$ cat src/rtl/ifetch_unit.sv
// ifetch_unit: owns the PC, keeps one instruction-memory request in flight and presents fetched words to decode.
// Optional IFETCH_ALIGN_FAULT_EN: misaligned redirect targets raise if_fault instead of being aligned.
module ifetch_unit #(
  parameter int WIDTH = 32,
  parameter logic [WIDTH-1:0] RESET_PC = WIDTH'(32'h0000_3000)
) (
  input  logic             clk,
  input  logic             reset,
  input  logic             redirect,
  input  logic [WIDTH-1:0] redirect_pc,
  output logic             imem_req,
  output logic [WIDTH-1:0] imem_addr,
  input  logic             imem_ack,
  input  logic [31:0]      imem_rdata,
`ifdef IFETCH_ALIGN_FAULT_EN
  output logic             if_fault,
`endif
  output logic             if_valid,
  output logic [WIDTH-1:0] if_pc,
  output logic [31:0]      if_instr,
  input  logic             id_ready
);
  typedef enum logic [1:0] {S_IDLE, S_FETCH, S_DROP, S_HOLD} state_t;
  localparam logic [WIDTH-1:0] AMASK = ~WIDTH'(3);
  state_t state, state_n;
  logic [WIDTH-1:0] pc, pc_n, req_addr, req_n, if_pc_n, tgt, la;
  logic [31:0] if_instr_n;
  logic if_valid_n, go;
`ifdef IFETCH_ALIGN_FAULT_EN
  logic flt_go;
  assign tgt = redirect_pc;
`else
  assign tgt = redirect_pc & AMASK;
`endif
  assign imem_req = state == S_FETCH || state == S_DROP;
  assign imem_addr = req_addr;
  // "go" launches a fresh request to la; the pending redirect target always lives in pc
  always_comb begin
    state_n = state;
    pc_n = pc;
    req_n = req_addr;
    if_valid_n = if_valid;
    if_pc_n = if_pc;
    if_instr_n = if_instr;
    go = 1'b0;
    la = pc;
    case (state)
      S_IDLE: begin
        go = 1'b1;
        la = redirect ? tgt : pc;
        pc_n = la;
      end
      S_FETCH:
        if (redirect) begin
          pc_n = tgt;
          la = tgt;
          go = imem_ack;
          state_n = imem_ack ? S_FETCH : S_DROP;
        end else if (imem_ack) begin
          if_valid_n = 1'b1;
          if_pc_n = req_addr;
          if_instr_n = imem_rdata;
          pc_n = req_addr + WIDTH'(4);
          state_n = S_HOLD;
        end
      S_DROP: begin
        pc_n = redirect ? tgt : pc;
        la = redirect ? tgt : pc;
        go = imem_ack;
      end
      default:
        if (redirect || id_ready) begin
          if_valid_n = 1'b0;
          pc_n = redirect ? tgt : pc;
          la = redirect ? tgt : pc;
          go = 1'b1;
        end
    endcase
`ifdef IFETCH_ALIGN_FAULT_EN
    flt_go = 1'b0;
`endif
    if (go) begin
      state_n = S_FETCH;
      req_n = la;
`ifdef IFETCH_ALIGN_FAULT_EN
      if (la[1:0] != 2'b00) begin
        flt_go = 1'b1;
        state_n = S_HOLD;
        req_n = req_addr;
        if_valid_n = 1'b1;
        if_pc_n = la;
        if_instr_n = '0;
        pc_n = (la & AMASK) + WIDTH'(4);
      end
`endif
    end
  end
  always_ff @(posedge clk or negedge reset)
    if (!reset) begin
      state <= S_IDLE;
      pc <= RESET_PC;
      req_addr <= RESET_PC;
      if_valid <= 1'b0;
      if_pc <= '0;
      if_instr <= '0;
    end else begin
      state <= state_n;
      pc <= pc_n;
      req_addr <= req_n;
      if_valid <= if_valid_n;
      if_pc <= if_pc_n;
      if_instr <= if_instr_n;
    end
`ifdef IFETCH_ALIGN_FAULT_EN
  always_ff @(posedge clk or negedge reset)
    if (!reset) if_fault <= 1'b0;
    else if_fault <= state_n == S_HOLD && (flt_go || (state == S_HOLD && if_fault));
`endif
endmodule
$ cat config.mk
export PLATFORM = sky130hd
export DESIGN_NAME = ifetch_unit
export DESIGN_NICKNAME = d
export VERILOG_FILES = /design/src/rtl/ifetch_unit.sv
export SDC_FILE = /design/constraint.sdc
export NUM_CORES = 1
export LEC_CHECK = 0
export ABC_AREA = 1
export CELL_PAD_IN_SITES_DETAIL_PLACEMENT = 1
export CELL_PAD_IN_SITES_GLOBAL_PLACEMENT = 1
export CORE_ASPECT_RATIO = 0.6
export CORE_MARGIN = 8
export CORE_UTILIZATION = 36
export DETAILED_ROUTE_END_ITERATION = 8
export GPL_ROUTABILITY_DRIVEN = 1
export GPL_TIMING_DRIVEN = 0
export HOLD_SLACK_MARGIN = 0.03
export PLACE_DENSITY = 0.83
export SETUP_SLACK_MARGIN = 0.15
export SYNTH_ARGS = -nofsm -noshare
export SYNTH_HDL_FRONTEND = slang
export SYNTH_SLANG_ARGS = --single-unit
export TNS_END_PERCENT = 30
$ cat constraint.sdc
create_clock -name clk -period 2.1 [get_ports clk]
set_input_delay 0.42 -clock clk [delete_from_list [all_inputs] [get_ports clk]]
set_output_delay 0.42 -clock clk [all_outputs]
set_load 0.02 [all_outputs]
==> reports/metrics.yaml <==
cells_and_area:
  drive_gt1_share_pct: 13.8
  num-nets-final: 1079
  design_area_um2: 9290
  synthToLayoutAreaGrowth_pct: 40.8
  n_antenna_cell: 0
  num-fill-cells: 2170
  post-route-util_pct: 51.6
yosys:
  synthCells: 815
  synth_top_area_cells: "sky130_fd_sc_hd__dfrtp_1 48%, sky130_fd_sc_hd__nand2_1 14%, sky130_fd_sc_hd__o21ai_0 8.0%"
  synth-seq-area-share_pct: 49.7
  synth_adder_area_share_pct: 0.948
  syn-cell-area_um2: 6600
  synth_enable_flop_cells: 0
  postSynthAreaPerCell_um2: 8.10
  synth_top_cell_area_share_pct: 48.2
  synth_top_family_by_area: "simple AND/OR/NAND/NOR gates"
  synth.ff_latch_count: 131
  synth.lib_cells_used.distinct: 33
  synth.net_count: 889
  synth-compound-area-share_pct: 14.0
  yosysTopAreaCell: "sky130_fd_sc_hd__dfrtp_1"
  synth_ff_type: "sky130_fd_sc_hd__dfrtp_1"
  yosys-mux-area-fraction_pct: 5.46
  yosys.area_share.simple_pct: 23.0
  ys.warnings.count: 0
  synth_xor_xnor_area_share_pct: 0.133
  synth-async-reset-ratio_pct: 100
grt:
  grt_start_max_net_pins: 73
  number_of_antenna_violations_at_the_first_check_in_global_routing: 0
  first_global_vias: 7018
  grt_pass1_wl_um: 40300
  total_routing_usage_gr_pct: 22.5
  globalRouteOverflowTotal: 0
sta:
  share_of_the_clock_period_used_by_the_worst_path_after_layout_pct: 97.9
  timing.final.hold_violations: 0
  timing.final.max_slew_violations: 0
  final.setup.worst_slack_ns: 0.0444
  timing.fmax_ghz: 0.486
  final-setup-viol-count: 0
  timing.slew.headroom_pct: 48.8
  fin_worst_skew_ns: 0.0129
  worst_pin_slew_ns: 0.769
  setup_tns_ns: 0
  rsz0062_at_grt: "true"
  finalHoldWorstSlack_ns: 0.474
  min_period_ns: 2.06
power_and_ir_drop:
  p_leak_nw: 4.27
  net-switching-power_mw: 6.47
  fraction_of_power_consumed_by_the_clock_network_pct: 19.8
  intPower_mw: 8.38
  irDropWorstVdd_mv: 0.774
  comb_power_share_pct: 49.3
  seq_power_share_pct: 30.8
  cellPowerDensity_nw_per_um2: 1600
  power.switching_fraction_pct: 43.6
clock_tree:
  clock_tree.buffer_depth: 2
  tritoncts: "done"
  cts.htree.levels: 4
  clock_tree.root_cell: "sky130_fd_sc_hd__clkbuf_16"
  cts_inserted_buffers: 17
  clock_latency_ns: 0.43
  clkTransAtPathRegs_ns: 0.06
  clock-sinks: 131
floorplanning:
  fp.dieW_um: 191
  row_count: 38
  top_level_ports: 167
  core_region_area_um2: 18000
  initial_utilization_pct: 36.6
  die_height_um: 121
  die_area_um2: 23100
routing:
  drt-total-wl_um: 26400
  detail_route.drc_violations: 0
  antenna_left: 0
  first_iter_violations: 488
  vias_per_cell: 5.31
  routed_wire_length_per_instance_um: 21.0
  detail_route.first_pass.iterations: 5
  vias: 6670
worst_setup_path:
  startpoint_type_of_the_worst_setup_path: "flip-flop"
  stage_delay_of_the_slowest_cell_on_the_critical_path_ns: 0.69
  worst_path_dominant_cell_family: "buffers and inverters"
  timing_worst_setup_path_type: "flip-flop to output port"
  crit_cells: 1
  worstPathCellList: "clkdlybuf4s50_1"
  worst_path_max_delay_cell: "sky130_fd_sc_hd__clkdlybuf4s50_1"
  worst-path-max-fanout: 6
  ff2ff_setup_slack_ns: 0.21
  worstPathBufferInverterCount: 1
  cp-end-kind: "output port"
  timing.critical_path.arrival_ns: 1.64
  rr_worst_depth: 9
  required_ns: 1.68
hold_path:
  min_path_type: "flip-flop to flip-flop"
  hold_depth: 2
place:
  routability_driven_placement_congestion_ratio: 0.889
  dp_slack_ns: -0.366
  io_buffers: 163
  detailed_place_hpwl_um: 19300
  dpl_cell_area_um2: 8560
run:
  cap_viol_max_count: 0
run_status:
  outcome: "completed"
==> Yosys cell counts (5+ instances only) <==
master                     instances
sky130_fd_sc_hd__ha_1              5
sky130_fd_sc_hd__o21ai_0         106
sky130_fd_sc_hd__inv_1            65
sky130_fd_sc_hd__a21oi_1          46
sky130_fd_sc_hd__nand3_1          34
sky130_fd_sc_hd__inv_2             6
sky130_fd_sc_hd__buf_2            13
sky130_fd_sc_hd__dfrtp_1         127
sky130_fd_sc_hd__a31oi_1           5
sky130_fd_sc_hd__nand2_1         251
sky130_fd_sc_hd__a22oi_1           7
sky130_fd_sc_hd__mux2_2           32
sky130_fd_sc_hd__nor2_1           52
sky130_fd_sc_hd__nor3_1            6
sky130_fd_sc_hd__clkbuf_1         20
sky130_fd_sc_hd__buf_4             5
==> placed cells by master, fill, tap and decap left out, drive strengths merged, types with 2 or more instances in the layout <==
cell	count
ha	5
nand4	3
o21ai	109
clkdlybuf4s50	159
clkinv	9
inv	72
a22oi	7
nand3	35
nor2	61
buf	26
dfrtp	127
o211ai	3
nand2	256
clkbuf	38
bufinv	2
a31oi	5
mux2	32
o22ai	2
a21oi	46
nor3	6
dfstp	4
==> worst register-to-register path, stage by stage, from the launching register on <==
cell and delay (ns):
sky130_fd_sc_hd__dfrtp_2 0.41, sky130_fd_sc_hd__inv_1 0.08, sky130_fd_sc_hd__ha_1 0.23, sky130_fd_sc_hd__nor2_2 0.13, sky130_fd_sc_hd__o21ai_2 0.09, sky130_fd_sc_hd__o211ai_1 0.10
sky130_fd_sc_hd__nand2_2 0.15, sky130_fd_sc_hd__buf_6 0.19, sky130_fd_sc_hd__clkbuf_4 0.23, sky130_fd_sc_hd__o21ai_1 0.18
==> layer usage <==
metal / GRT usage (%) / part of all wire [%]
met1: 31.6 / 46
met2: 33.8 / 44
met3: 6.20 / 8.6
met4: 5.84 / 1.4
met5: 0 / 0
==> flip-flops by register name, indices dropped and copies added, names as in the netlist <==
signal / cells
if_instr: 32
if_pc: 32
imem_addr: 32
pc: 32
state: 2
if_valid: 1
==> repair_timing <==
item                                    in CTS  in global routing
gates resized for setup                     13                 53
pin swaps                                    1                  3
endpoints found under the setup margin     125                140
gates cloned                                 0                  1
hold buffers                                 1                  0
endpoints found under the hold margin       59                  0
setup buffers                                1                  4
==> power by group through the flow <==
stage	clock network, mW	registers, mW	logic [mW]
after floorplan	0	5.37	2.74
after global placement	0	4.52	6.77
after detailed placement	0	4.57	6.95
after CTS	2.97	4.54	7.05
after global routing	3.09	4.69	7.88
final	2.95	4.57	7.33
==> cell type report <==
cell class	count	area, µm²	share of cell area, %
Timing Repair Buffer	171	1710	18.5
Clock inverter	13	136	1.47
Inverter	71	267	2.87
Tap cell	240	300	3.23
Clock buffer	18	429	4.62
Multi-Input combinational cell	575	2940	31.6
Buffer	38	218	2.34
Sequential cell	131	3290	35.4
==> logic make-up after synthesis <==
kind of cell / Yosys count
buffers and inverters: 109
and+or+nand+nor: 362
DFF: 131
AOI/OAI and AO/OA: 175
muxes: 32
adders and majority gates: 5
xor gates and xnor gates: 1
==> through the flow <==
step,total power [mW],std cells
global route,15.7,1257
CTS,14.6,1252
global placement,11.3,1218
finish,14.8,1257
detailed placement,11.5,1219
floorplan,8.12,815
==> worst paths after layout <==
| kind | start | to |
|---|---|---|
| max | imem_addr[11] | imem_addr[11] |
| min | pc[13] | pc[13] |
| max reg2reg | state[0] | imem_addr[16] |
| min reg2reg | pc[13] | pc[13] |
| max in group asynchronous | reset | imem_addr[13] |
| min in group asynchronous | reset | if_instr[20] |
No activity file was read; power rests on OpenSTA's default activity.
